## src/rtl/scr1_xor_trace_buf.sv

```systemverilog
// scr1_xor_trace_buf: captures {pc, mstatus, mcycle} for every XOR instruction
// seen on the IFU-to-IDU path into a small ring buffer and streams each record
// out as four XLEN-wide beats over a valid/ready port.
module scr1_xor_trace_buf #(
  parameter int unsigned DEPTH = 4,
  parameter int unsigned XLEN  = 32,
  parameter int unsigned CNT_W = 64
) (
  input  logic                     clk,
  input  logic                     rst,
  input  logic                     instr_vld,
  input  logic [31:0]              instr,
  input  logic [XLEN-1:0]          pc,
  input  logic [XLEN-1:0]          csr_mstatus,
  input  logic [CNT_W-1:0]         csr_mcycle,
  output logic                     out_vld,
  input  logic                     out_rdy,
  output logic [XLEN-1:0]          out_data,
  output logic                     out_last,
  output logic [$clog2(DEPTH):0]   count,
  output logic [7:0]               drop_cnt,
  input  logic                     drop_clr
);

  localparam int unsigned AW = $clog2(DEPTH);
  localparam int unsigned CW = AW + 1;

  typedef enum logic {
    IDLE = 1'b0,
    SEND = 1'b1
  } state_e;

  // Record storage; contents are only meaningful between head and tail.
  logic [XLEN-1:0]  pc_mem_q [DEPTH];
  logic [XLEN-1:0]  ms_mem_q [DEPTH];
  logic [CNT_W-1:0] mc_mem_q [DEPTH];

  state_e          state_q,    state_d;
  logic [AW-1:0]   head_q,     head_d;
  logic [AW-1:0]   tail_q,     tail_d;
  logic [CW-1:0]   count_q,    count_d;
  logic [1:0]      beat_q,     beat_d;
  logic [7:0]      drop_cnt_q, drop_cnt_d;
  logic            out_vld_q,  out_vld_d;
  logic            out_last_q, out_last_d;
  logic [XLEN-1:0] out_data_q, out_data_d;

  logic det_c;
  logic hs_c;
  logic pop_c;
  logic wr_c;
  logic drop_c;
  logic sel_new_c;
  logic unused_instr_c;

  // Picks one of the four beats out of a record.
  function automatic logic [XLEN-1:0] beat_sel(input logic [1:0]       b,
                                               input logic [XLEN-1:0]  p,
                                               input logic [XLEN-1:0]  m,
                                               input logic [CNT_W-1:0] c);
    logic [XLEN-1:0] r;
    case (b)
      2'd0:    r = p;
      2'd1:    r = m;
      2'd2:    r = c[XLEN-1:0];
      default: r = c[CNT_W-1:XLEN];
    endcase
    return r;
  endfunction

  // Register/immediate fields play no part in XOR detection.
  assign unused_instr_c = ^{instr[24:15], instr[11:7]};

  // Next-state: detection, pointer/count bookkeeping, FSM and output beat.
  always_comb begin
    state_d    = state_q;
    head_d     = head_q;
    tail_d     = tail_q;
    count_d    = count_q;
    beat_d     = beat_q;
    drop_cnt_d = drop_cnt_q;

    det_c  = instr_vld && (instr[6:0] == 7'b0110011) &&
             (instr[14:12] == 3'b100) && (instr[31:25] == 7'b0000000);
    hs_c   = out_vld_q && out_rdy;
    pop_c  = hs_c && (beat_q == 2'd3);
    // Fullness is judged on the pre-pop count: a same-cycle pop never frees a slot.
    wr_c   = det_c && (count_q != CW'(DEPTH));
    drop_c = det_c && (count_q == CW'(DEPTH));

    if (wr_c)  tail_d = AW'(tail_q + AW'(1));
    if (pop_c) head_d = AW'(head_q + AW'(1));
    if (hs_c)  beat_d = 2'(beat_q + 2'd1);

    case ({wr_c, pop_c})
      2'b10:   count_d = CW'(count_q + CW'(1));
      2'b01:   count_d = CW'(count_q - CW'(1));
      default: count_d = count_q;
    endcase

    if (drop_clr)                          drop_cnt_d = 8'h00;
    else if (drop_c && drop_cnt_q != 8'hFF) drop_cnt_d = 8'(drop_cnt_q + 8'd1);

    case (state_q)
      IDLE:    if (count_d != '0) state_d = SEND;
      SEND:    if (pop_c && count_d == '0) state_d = IDLE;
      default: state_d = IDLE;
    endcase

    out_vld_d  = (state_d == SEND);
    out_last_d = (state_d == SEND) && (beat_d == 2'd3);

    // When the buffer is empty after this cycle's pop, the next head is the slot
    // being written right now, so its first beat comes straight from the write data.
    sel_new_c = wr_c && (count_q == CW'(pop_c));
    if (sel_new_c)
      out_data_d = beat_sel(beat_d, pc, csr_mstatus, csr_mcycle);
    else
      out_data_d = beat_sel(beat_d, pc_mem_q[head_d], ms_mem_q[head_d], mc_mem_q[head_d]);
  end

  // Control and output registers with synchronous reset.
  always_ff @(posedge clk) begin
    if (rst) begin
      state_q    <= IDLE;
      head_q     <= '0;
      tail_q     <= '0;
      count_q    <= '0;
      beat_q     <= '0;
      drop_cnt_q <= '0;
      out_vld_q  <= 1'b0;
      out_last_q <= 1'b0;
      out_data_q <= '0;
    end else begin
      state_q    <= state_d;
      head_q     <= head_d;
      tail_q     <= tail_d;
      count_q    <= count_d;
      beat_q     <= beat_d;
      drop_cnt_q <= drop_cnt_d;
      out_vld_q  <= out_vld_d;
      out_last_q <= out_last_d;
      out_data_q <= out_data_d;
    end
  end

  // Record storage write at the tail slot.
  always_ff @(posedge clk) begin
    if (!rst && wr_c) begin
      pc_mem_q[tail_q] <= pc;
      ms_mem_q[tail_q] <= csr_mstatus;
      mc_mem_q[tail_q] <= csr_mcycle;
    end
  end

  assign out_vld  = out_vld_q;
  assign out_last = out_last_q;
  assign out_data = out_data_q;
  assign count    = count_q;
  assign drop_cnt = drop_cnt_q;

endmodule

```

## config.mk

```make
export PLATFORM = sky130hd
export DESIGN_NAME = scr1_xor_trace_buf
export DESIGN_NICKNAME = d
export VERILOG_FILES = /design/src/rtl/scr1_xor_trace_buf.sv
export SDC_FILE = /design/constraint.sdc
export NUM_CORES = 1
export LEC_CHECK = 0
export ABC_AREA = 1
export CAP_MARGIN = 20
export CORE_MARGIN = 4
export CORE_UTILIZATION = 45
export CTS_BUF_LIST = sky130_fd_sc_hd__clkbuf_8
export DETAILED_ROUTE_END_ITERATION = 6
export PLACE_DENSITY = 0.71
export SETUP_SLACK_MARGIN = 0.1
export SLEW_MARGIN = 25
export SYNTH_ARGS = -nofsm -noshare
export SYNTH_HDL_FRONTEND = slang
export SYNTH_SLANG_ARGS = --single-unit
export TNS_END_PERCENT = 1
```

## constraint.sdc

```tcl
create_clock -name clk -period 10.2 [get_ports clk]
set_input_delay 1.53 -clock clk [delete_from_list [all_inputs] [get_ports clk]]
set_output_delay 1.53 -clock clk [all_outputs]
set_load 0.005 [all_outputs]
```

### Yosys cells after proc, flatten, opt, wreduce, memory -nomap -nowiden

Memory sizes are Yosys's and may differ from the RTL's.
Index checks and enable logic that the tools add are counted.

| cells by class | value |
|---|---|
| $add $sub $neg | 6 |
| eq/ne operators | 12 |
| muxes and demuxes | 11 |
| bitwise gates (word level) | 1 |
| reduce and logical (&&, ||, !) cells | 18 |

Operators by type and width:

| cell | number |
|---|---|
| 32-bit case mux with 3 select lines | 2 |
| 32-bit two-way mux | 1 |
| 1-bit logical AND | 12 |
| 8-bit by 1-bit adder with 8-bit output (second input constant) | 1 |
| 2-bit equality test (second input constant) | 4 |
| 8-bit != test (second input constant) | 1 |
| 7-bit by 6-bit equality test with 1-bit output (second input constant) | 1 |
| 7-bit zero test | 1 |
| 2-bit by 1-bit adder with 2-bit output (second input constant) | 3 |
| 3-bit equality test (second input constant) | 2 |
| 3-bit case mux with 2 select lines | 1 |
| 2-bit by 1-bit equality test with 1-bit output (second input constant) | 2 |
| 1-bit two-way mux | 4 |
| 2-bit two-way mux | 2 |
| 3-bit by 1-bit adder with 3-bit output (second input constant) | 1 |
| 3-bit by 1-bit equality test with 1-bit output | 1 |
| 3-bit zero test | 1 |
| 3-bit != test (second input constant) | 1 |
| 3-bit nonzero test | 1 |
| 3-bit by 1-bit subtractor with 3-bit output (second input constant) | 1 |
| 2-bit zero test | 1 |
| 1-bit case mux with 2 select lines | 1 |
| 2-bit OR reduction | 1 |
| 1-bit zero test | 1 |
| 1-bit NOT | 1 |

| word-level totals | value |
|---|---|
| bits in registers | 51 |
| memory bits (writable) | 512 |
| input port bits | 165 |
| output and inout port bits | 45 |
| word-level logic and storage cells | 59 |
| memories kept | 3 |

Memory list:

| name | words | bits a word | read ports | clocked after memory_dff | wr ports | line | source |
|---|---|---|---|---|---|---|---|
| mc_mem_q | 4 | 64 | 1 | 0 | 1 | 36 | `logic [CNT_W-1:0] mc_mem_q [DEPTH];` |
| ms_mem_q | 4 | 32 | 1 | 0 | 1 | 35 | `logic [XLEN-1:0] ms_mem_q [DEPTH];` |
| pc_mem_q | 4 | 32 | 1 | 0 | 1 | 34 | `logic [XLEN-1:0] pc_mem_q [DEPTH];` |

### Logic depth before layout (Yosys ltp)

Gate-level depths: netlist of run 1.

| depth | value |
|---|---|
| depth after elaboration | 12 |
| depth in mapped cells | 15 |

### Worst setup path after synthesis of run 1

OpenSTA, ideal clock, no wires.

| path | value |
|---|---|
| path type | input to register |
| start | input port instr[3] |
| end | memory mc_mem_q[0][0], enable pin |
| setup time | 0.617 ns |
| arrival time | 7.602 ns |
| setup slack | 1.981 ns |
| cell stages on the path | 5 |
| path buffers | 0 |
| cell sequence | or2_2 > nor3_1 > and3_1 > nand3_1 > nor2_1 |

| between the ends | value |
|---|---|
| cells in the longest elaborated chain, start to end | 8 |

RTL lines:

| element | line | source |
|---|---|---|
| from (decl) | 12 | `input logic [31:0] instr,` |
| 7-bit by 6-bit equality test with 1-bit output | 83 | `det_c = instr_vld && (instr[6:0] == 7'b0110011) &&` |
| 1-bit logical AND (2 in series) | 83 |  |
| 1-bit logical AND | 84 | `(instr[14:12] == 3'b100) && (instr[31:25] == 7'b0000000);` |
| 1-bit logical AND | 88 | `wr_c = det_c && (count_q != CW'(DEPTH));` |
| 1-bit logical AND | 149 | `if (!rst && wr_c) begin` |
| 1-bit two-way mux | 149 |  |
| 1-bit two-way mux (not written as such) | 152 | `mc_mem_q[tail_q] <= csr_mcycle;` |
| to (decl) | 36 |  |

No other way between the ends.

### Worst setup path after layout of run 1

| path | value |
|---|---|
| start | input port out_rdy |
| end | register out_data_q[24], in the netlist out_data[24] |

| between the ends | value |
|---|---|
| cells in the longest elaborated chain, start to end | 6 |
| elaborated cells between the ends (all ways) | 15 |

RTL lines:

| element | line | source |
|---|---|---|
| from (decl) | 17 | `input logic out_rdy,` |
| 1-bit logical AND * | 85 | `hs_c = out_vld_q && out_rdy;` |
| 1-bit logical AND | 86 | `pop_c = hs_c && (beat_q == 2'd3);` |
| 2-bit two-way mux | 92 | `if (pop_c) head_d = AW'(head_q + AW'(1));` |
| memory read 4 x 64 bit (tied with other cells) | n/a |  |
| 32-bit case mux with 3 select lines | 62 | `case (b)` |
| 32-bit two-way mux * | 116 | `if (sel_new_c)` |
| to (signal assigned) | 143 | `out_data_q <= out_data_d;` |
| to (decl) | 46 | `logic [XLEN-1:0] out_data_q, out_data_d;` |

Mark *: on every way between the ends. The rest lies on a longest branch, timed or not.
A chain may end at the register's enable or synchronous reset.

==> results of run 1 <==
==> logic make-up after synthesis <==
kind of cell	Yosys count	share of synthesized area (%)
fa+ha+maj	8	0.429
buf+inv	491	7.71
simple gates	1305	22.9
flops	563	65.3
xor+xnor	5	0.249
compound gates	152	3.39
==> state kept, by name (all words and copies together), names as in the netlist, 2 cells and up <==
signal,flops
mc_mem_q,256
ms_mem_q,128
pc_mem_q,128
out_data,32
drop_cnt,8
count,3
beat_q,2
head_q,2
tail_q,2
==> power breakdown <==
part	leakage (nW)	internal [W]	switching, W
Combinational	6.03	0.0000613	0.0000552
Clock	1.05	0.000985	0.000881
Sequential	5.02	0.00252	0.00000242
==> layout by cell type (no fill, tap or decap), types with 35 or more instances in the layout <==
cell and instances:
o21ai_0 35, clkbuf_8 108, o21ai_1 43, nand3_1 387, a21oi_1 39, clkdlybuf4s50_1 193
inv_1 380, nand3b_1 80, nor2_1 166, dfxtp_1 51, nand2_1 640, edfxtp_1 512
==> tightest hold or removal path: stages (launching register included) <==
cell and delay (ns):
dfxtp_1 0.32, inv_1 0.07, a21oi_1 0.06
==> metrics by stage <==
stage / hold slack, ns / power (W) / cells / utilization, % / worst slack [ns]
after floorplan: 0.469 / 0.00258 / 2524 / - / 1.98
after global placement: 0.468 / 0.00268 / 3345 / 50.0 / 4.47
after detailed placement: 0.482 / 0.00268 / 3345 / 50.0 / 4.41
after CTS: 0.491 / 0.00453 / 3514 / 53.2 / 5.13
after global routing: 0.516 / 0.00466 / 3519 / 53.3 / 4.93
final: 0.489 / 0.00450 / 3522 / 53.3 / 4.99
==> cells in the mapped netlist <==
cell / count / area, um^2
nand3b_1: 80 / 601
o21ai_1: 43 / 215
buf_1: 9 / 33.8
o21ai_2: 1 / 8.76
inv_2: 3 / 11.3
o211ai_1: 32 / 240
and3_1: 1 / 6.26
o21ai_0: 35 / 175
dfxtp_1: 51 / 1020
ha_1: 7 / 87.6
nor3_1: 9 / 45.0
inv_1: 343 / 1290
buf_2: 65 / 325
edfxtp_1: 512 / 15400
or2_2: 1 / 6.26
nor2_4: 2 / 22.5
nand3_1: 388 / 1940
nor2_2: 2 / 12.5
nand2_1: 643 / 2410
clkbuf_1: 68 / 255
a21oi_1: 39 / 195
a211oi_1: 2 / 15.0
nand4_1: 4 / 25.0
fa_1: 1 / 20.0
xor2_1: 3 / 26.3
xnor2_1: 1 / 8.76
nand2_2: 2 / 12.5
buf_4: 3 / 22.5
nor4_1: 2 / 12.5
nor2_1: 171 / 642
xnor2_4: 1 / 27.5
==> layout make-up <==
type                       instances  area [um^2]
antenna                            8         20.0
clock buffer                     108         1490
clock inverter                    61          274
fill                            4769        25800
inverter                         346         1300
multi-input combinational       1470         6830
sequential                       563        16400
tap                              748          936
timing repair buffer             218         2160
==> final timing paths <==
kind | startpoint | end | slack [ns] | cells after the start
worst max register to register | beat_q[0] | out_data[4] | 5.91 | 13
worst min register to register | drop_cnt[4] | drop_cnt[4] | 0.49 | 2
worst min-delay path | drop_cnt[4] | drop_cnt[4] | 0.49 | 2
worst max-delay path | out_rdy | out_data[24] | 4.99 | 12
==> routing by layer <==
metal / global-route usage [%] / routed length, um
met5: 0 / 123
met3: 6.38 / 6360
met1: 27.2 / 26400
met4: 9.25 / 2190
met2: 38.2 / 33600
==> summary.txt, run 1 <==
status -> completed
final hold vios -> 0
Clock Tree Buf Depth -> 3
WS Path Type -> in2reg
Chip Width -> 244 um
Max Slew Vio Count -> 0
Critical Path Source Type -> input port
Setup TNS -> 0 ns
layout cell share with drive strength beyond 1 -> 6.04%
total grt overflow -> 0
Setup Buffers After CTS -> 0
drt first pass iters -> 5
vias in the first global route -> 18100
buffers plus inverters on the worst setup path -> 5
Synthesized Nets -> 2697
first-pass GRT wire length -> 104 mm
DR WL/cell -> 19.5 um
1st-iter DRT viols -> 1662
Core ar. -> 55200 um^2
slew margin rel. -> 29.9%
endpoints failing setup -> 0
CTS HTree Levels -> 3
GPL Wtd Cong -> 0.830
RSZ-0062 raised after global routing -> false
Crit. End Element -> flop
slowest CP cell -> buf_4
delay-heaviest family, CP -> buffers and inverters
Die Footprint -> 59600 um^2
Worst Skew -> 0.0310 ns
post-synthesis cell type count -> 31
Tcrit/Tclk final -> 51.1%
largest net degree at the start of global routing -> 180
DP HPWL -> 39.7 mm
Total GRT Usage -> 22.5%
die height -> 244 um
Avg Vias per Cell -> 5.29
CTS tree -> yes
Rows -> 86
total number of vias -> 18600
initial antenna violation count -> 21
power per cell area -> 153 nW/um^2
CTS Buf Count -> 93
cell area after synthesis -> 25100 um^2
Post-Place Cell Area -> 27600 um^2
min Tclk post-route -> 5.21 ns
Arr. time, crit path -> 5.70 ns
worst-margin pin slew -> 1.05 ns
root buffer cell -> clkbuf_8
Post-CTS Resized -> 0
crit-path max cell delay -> 0.71 ns
Avg Inst Size Synth -> 9.94 um^2
Routed Antenna Nets -> 0
Area Overhead vs Synth -> 17.2%
Yosys warnings -> 0
clock slew at reported path FFs -> 0.05 ns
worst vdd ir -> 0.118 mV
Final #Nets -> 2865
WP data required -> 10.69 ns
fin area -> 29400 um^2
clock sinks -> 563
Leak -> 12.1 nW
CP cell instances -> clkdlybuf4s50_1 -> nand2_2 -> xnor2_4 -> buf_4 -> inv_2 -> nor2_2 -> buf_4 -> inv_2 -> nor2_1 -> nor2_1 -> nand2_1 -> a21oi_1
drt total wl -> 68.7 mm
Starting Density -> 45.5%
fmax -> 192 MHz
worst hold path class -> reg2reg
sequential-to-total area share from yosys stat -> 65.3%
number of remaining DRC errors -> 0
critical-path maximum fanout -> 51
#FFs+latches synth -> 563
Worst-Skew Late Latency -> 0.68 ns
Ports -> 210
hold buffers post-CTS -> 0
cells after synthesis -> 2524
number of max-cap violations -> 0
PortBufs -> 194
Note: power is estimated with default switching activity, not from simulation.
==> run 2: changes to the inputs <==
Clock period 10.2 ns to 5 ns, I/O delays scaled along.
==> summary.txt, run 2 (synthesis gave the netlist of run 1 again) <==
status -> completed
final hold vios -> 0 (unchanged)
hold_ws -> 0.400 ns (-0.0886 ns)
WL met2 -> 33.5 mm (-0.21%)
Setup Buffers After CTS -> 0 (unchanged)
WS Path Type -> reg2reg
buffers plus inverters on the worst setup path -> 2 (-3)
root buffer cell -> clkbuf_8
power per cell area -> 311 nW/um^2 (+100%)
number of max-cap violations -> 0 (unchanged)
clock sinks -> 563 (unchanged)
Worst Skew -> 0.0366 ns (+0.00554 ns)
Chip Width -> 244 um (unchanged)
PortBufs -> 194 (unchanged)
min Tclk post-route -> 3.27 ns
Starting Density -> 45.5% (unchanged)
Clock Tree Buf Depth -> 3 (unchanged)
commonest non-fill, non-tap cell in the layout -> nand2_1
Final #Nets -> 2874 (+0.31%)
hold buffers post-CTS -> 0 (unchanged)
Rows -> 86 (unchanged)
slowest CP cell -> buf_12
1st-iter DRT viols -> 1636 (-1.6%)
DP HPWL -> 40.6 mm (+2.2%)
Post-Place Cell Area -> 27800 um^2 (+0.81%)
layout cell share with drive strength beyond 1 -> 6.33% (+0.29 points)
first-pass GRT wire length -> 104 mm (+0.78%)
Top reg by flops -> mc_mem_q
max reg flops -> 256 (unchanged)
die height -> 244 um (unchanged)
number of remaining DRC errors -> 0 (unchanged)
Ports -> 210 (unchanged)
CP cell instances -> ha_1 -> nand3_1 -> nand2_8 -> buf_12 -> nand3_1 -> nand3_1 -> nand3_1 -> nand2_1 -> inv_1 -> nand2_1 -> nand2_1 -> a21oi_1
largest net degree at the start of global routing -> 178 (-1.1%)
CTS HTree Levels -> 3 (unchanged)
delay-heaviest family, CP -> simple AND/OR/NAND/NOR gates
worst vdd ir -> 0.245 mV (+110%)
Die Footprint -> 59600 um^2 (unchanged)
Total GRT Usage -> 22.6% (+0.12 points)
DR WL/cell -> 19.5 um (about the same)
WL met3 -> 5.72 mm (-10%)
worst-margin pin slew -> 1.10 ns (+0.0499 ns)
CTS tree -> yes
CTS Buf Count -> 94 (+1.1%)
GPL Wtd Cong -> 0.828 (-0.31%)
Largest regs -> mc_mem_q: 256 flops, ms_mem_q: 128 flops, pc_mem_q: 128 flops
Worst-Skew Late Latency -> 0.68 ns (about the same)
Post-CTS Resized -> 0 (unchanged)
slew margin rel. -> 26.5% (-3.3 points)
Worst path most repeated cell -> nand3_1
initial antenna violation count -> 15 (-29%)
fmax -> 306 MHz
critical-path maximum fanout -> 115 (+130%)
Arr. time, crit path -> 3.86 ns (-1.84 ns)
routed metal-1 wirelength -> 27.3 mm (+3.1%)
Leak -> 12.2 nW (+0.72%)
commonest non-fill, non-tap cells in the layout -> nand2_1 (640), edfxtp_1 (512), nand3_1 (387), inv_1 (376), clkdlybuf4s50_1 (193)
RSZ-0062 raised after global routing -> false
endpoints failing setup -> 0 (unchanged)
Critical Path Source Type -> flop
worst hold path class -> in2reg
clock slew at reported path FFs -> 0.06 ns (about the same)
Max Slew Vio Count -> 0 (unchanged)
Core ar. -> 55200 um^2 (unchanged)
vias in the first global route -> 18100 (-0.32%)
Avg Vias per Cell -> 5.28 (-0.22%)
Tcrit/Tclk final -> 65.3%
drt first pass iters -> 5 (unchanged)
fin area -> 29600 um^2 (+0.72%)
crit-path max cell delay -> 0.49 ns (-0.22 ns)
Area Overhead vs Synth -> 18.0%
Routed Antenna Nets -> 0 (unchanged)
Crit. End Element -> flop
total number of vias -> 18700 (+0.14%)
Top Layer Used -> met5
WP data required -> 5.59 ns (-5.10 ns)
total grt overflow -> 0 (unchanged)
drt total wl -> 69.0 mm (+0.38%)
[run 2: cell count changes in the layout (fill, tap and decap cells not counted), sizes merged]
cell,before,now
clkinv,22,36
buf,25,33
clkbuf,108,101
inv,384,380
clkinvlp,0,2
bufinv,1,2
diode,8,7
[run 2: area by class of cell]
type / instances / area [um^2]
fillers: 4739 / 25600
clock inverters: 74 / 375
inverters: 346 / 1300
well taps: 748 / 936
repair buffers: 226 / 2370
multi-input cells: 1470 / 6830
clock buffers: 101 / 1390
diodes: 7 / 17.5
flip-flops and latches: 563 / 16400
[run 2: layer usage]
layer,global-route usage [%],vias up
met2,37.5,766
met4,8.88,16
li1,-,8755
met3,5.99,157
met1,28.6,8977
met5,0,-
[run 2: worst register-to-register path, delay by kind of cell, from the launching register on]
family / cells / cell delay, ns
simple gates: 8 / 1.68
buf+inv: 2 / 0.63
flops: 1 / 0.44
fa+ha+maj: 1 / 0.27
compound gates: 1 / 0.16
[run 2: worst paths after layout]
path / from / end / slack (ns) / depth (start not counted)
max: beat_q[0] / out_data[4] / 1.73 / 12
max reg2reg: beat_q[0] / out_data[4] / 1.73 / 12
min reg2reg: drop_cnt[4] / drop_cnt[4] / 0.49 / 2
min: rst / tail_q[0] / 0.40 / 4
[run 2: where the power goes]
group	internal [W]	switching [W]
Sequential	0.00513	0.00000365
Combinational	0.000125	0.000116
Clock	0.00197	0.00185
[run 2: per-stage QoR]
step	total power [W]	utilization [%]	TNS (ns)	cells	setup WS, ns
after global placement	0.00547	50.3	0	3351	1.28
final	0.00920	53.7	0	3535	1.73
after CTS	0.00926	53.6	0	3528	1.79
after floorplan	0.00526	-	-176.56	2524	-0.345
after detailed placement	0.00547	50.4	0	3353	1.25
after global routing	0.00952	53.6	0	3531	1.48
==> run 3: changes to the inputs <==
Settings changed: PLACE_DENSITY 0.71 to 0.74.
Clock period 5 ns to 2.8 ns, I/O delays scaled along.
==> summary.txt, run 3 (synthesis gave the netlist of run 1 again) <==
worst-margin pin slew -> 0.618 ns (-0.484 ns)
fmax -> 404 MHz (+32%)
vias in the first global route -> 18500 (+2.1%)
first-pass GRT wire length -> 106 mm (+1.0%)
Total GRT Usage -> 22.8% (+0.11 points)
worst hold path class -> in2reg
endpoints failing setup -> 0 (unchanged)
Top reg by flops -> mc_mem_q
Setup TNS -> 0 ns (unchanged)
WS Path Type -> reg2reg
Ports -> 210 (unchanged)
worst vdd ir -> 0.431 mV (+76%)
total number of vias -> 18900 (+1.4%)
Critical Path Source Type -> flop
Die Footprint -> 59600 um^2 (unchanged)
Rows -> 86 (unchanged)
largest net degree at the start of global routing -> 93 (-48%)
layout cell share with drive strength beyond 1 -> 8.50% (+2.2 points)
DP HPWL -> 44.7 mm (+10%)
Starting Density -> 45.5% (unchanged)
clock sinks -> 563 (unchanged)
Setup Buffers After CTS -> 0 (unchanged)
Chip Width -> 244 um (unchanged)
commonest non-fill, non-tap cells in the layout -> nand2_1 (640), edfxtp_1 (512), nand3_1 (386), inv_1 (380), clkdlybuf4s50_1 (193)
Leak -> 12.7 nW (+3.9%)
Clock Tree Buf Depth -> 3 (unchanged)
drt total wl -> 68.8 mm (-0.26%)
initial antenna violation count -> 15 (unchanged)
GPL Wtd Cong -> 0.876 (+5.9%)
Max Slew Vio Count -> 0 (unchanged)
slew margin rel. -> 58.8% (+32 points)
Worst Skew -> 0.0248 ns (-0.0118 ns)
Avg Vias per Cell -> 5.28 (about the same)
clock slew at reported path FFs -> 0.06 ns (about the same)
Fillers -> 4579 (-3.4%)
pre-CTS setup slack -> -0.300 ns (-1.55 ns)
final hold vios -> 0 (unchanged)
Routed Antenna Nets -> 0 (unchanged)
1st-iter DRT viols -> 1722 (+5.3%)
worst reg2reg setup slack -> 0.33 ns (-1.41 ns)
number of remaining DRC errors -> 0 (unchanged)
Core ar. -> 55200 um^2 (unchanged)
min Tclk post-route -> 2.47 ns (-0.793 ns)
hold buffers post-CTS -> 0 (unchanged)
RSZ-0062 raised after global routing -> false
number of max-cap violations -> 0 (unchanged)
Largest regs -> mc_mem_q: 256 flops, ms_mem_q: 128 flops, pc_mem_q: 128 flops
Tcrit/Tclk final -> 88.4% (+23 points)
root buffer cell -> clkbuf_8
PnR worst setup slack -> 0.326 ns (-1.41 ns)
Arr. time, crit path -> 3.00 ns (-0.86 ns)
DR WL/cell -> 19.2 um (-1.7%)
Crit. End Element -> flop
Post-CTS Resized -> 0 (unchanged)
total grt overflow -> 0 (unchanged)
PortBufs -> 194 (unchanged)
status -> completed
max reg flops -> 256 (unchanged)
CTS tree -> yes
WP data required -> 3.33 ns (-2.26 ns)
fin util -> 55.4% (+1.8 points)
CTS Buf Count -> 93 (-1.1%)
commonest non-fill, non-tap cell in the layout -> nand2_1
Final #Nets -> 2937 (+2.2%)
CTS HTree Levels -> 3 (unchanged)
critical-path maximum fanout -> 6 (-95%)
drt first pass iters -> 5 (unchanged)
die height -> 244 um (unchanged)
Area Overhead vs Synth -> 22.0%
Worst-Skew Late Latency -> 0.69 ns (about the same)
power per cell area -> 550 nW/um^2 (+77%)
[run 3: cell types whose count changed in the layout (fill, tap and decap cells not counted), sizes merged]
cell,before,now
clkbuf,101,105
buf,33,97
diode,7,4
inv,380,385
clkinv,36,13
bufinv,2,6
[run 3: layout make-up]
cell class	count	area (um^2)	share of cell area, %
Clock buffer	105	1450	4.72
Timing Repair Buffer	290	3260	10.6
Tap cell	748	936	3.06
Antenna cell	4	10.0	0.0327
Inverter	346	1300	4.24
Clock inverter	60	408	1.33
Sequential cell	563	16400	53.6
Multi-Input combinational cell	1470	6860	22.4
[run 3: metrics by stage]
| stage | hold slack, ns | cells | cell area [um^2] | total power (W) |
|---|---|---|---|---|
| finish | 0.101 | 3586 | 30600 | 0.0168 |
| detailed placement | 0.491 | 3413 | 28700 | 0.00978 |
| CTS | 0.0388 | 3578 | 30600 | 0.0170 |
| global placement | 0.468 | 3413 | 28700 | 0.00977 |
| floorplan | 0.469 | 2524 | 25100 | 0.00940 |
| global route | 0.0717 | 3582 | 30600 | 0.0174 |
[run 3: path summary, 6_finish.rpt]
check	startpoint	endpoint	cells after the start
worst max-delay path	count[0]	out_last	12
worst min register to register	drop_cnt[4]	drop_cnt[4]	2
worst max register to register	count[0]	out_last	12
worst min-delay path	rst	tail_q[0]	4
[run 3: per-layer routing]
layer	track usage [%]	vias to the layer above	share of wire [%]
met2	38.9	828	49
met1	27.9	9034	38
li1	-	8870	-
met5	0	-	0.28
met3	5.96	177	9.0
met4	8.25	26	3.5
[run 3: critical path: stages, from the launching register on]
cell     delay [ns]
dfxtp_1        0.50
nor3_1         0.13
inv_1          0.16
nand2_1        0.10
ha_1           0.23
fa_1           0.38
a21oi_1        0.12
o21ai_0        0.12
xor2_1         0.16
inv_1          0.08
nand3_1        0.07
a21oi_1        0.19
nor3_1         0.08
[run 3: power breakdown]
| part | switching, W | total, W | internal (W) |
|---|---|---|---|
| Clock | 0.00325 | 0.00722 | 0.00397 |
| Combinational | 0.000209 | 0.000434 | 0.000225 |
| Sequential | 0.00000742 | 0.00918 | 0.00917 |
| Total | 0.00347 | 0.0168 | 0.0134 |
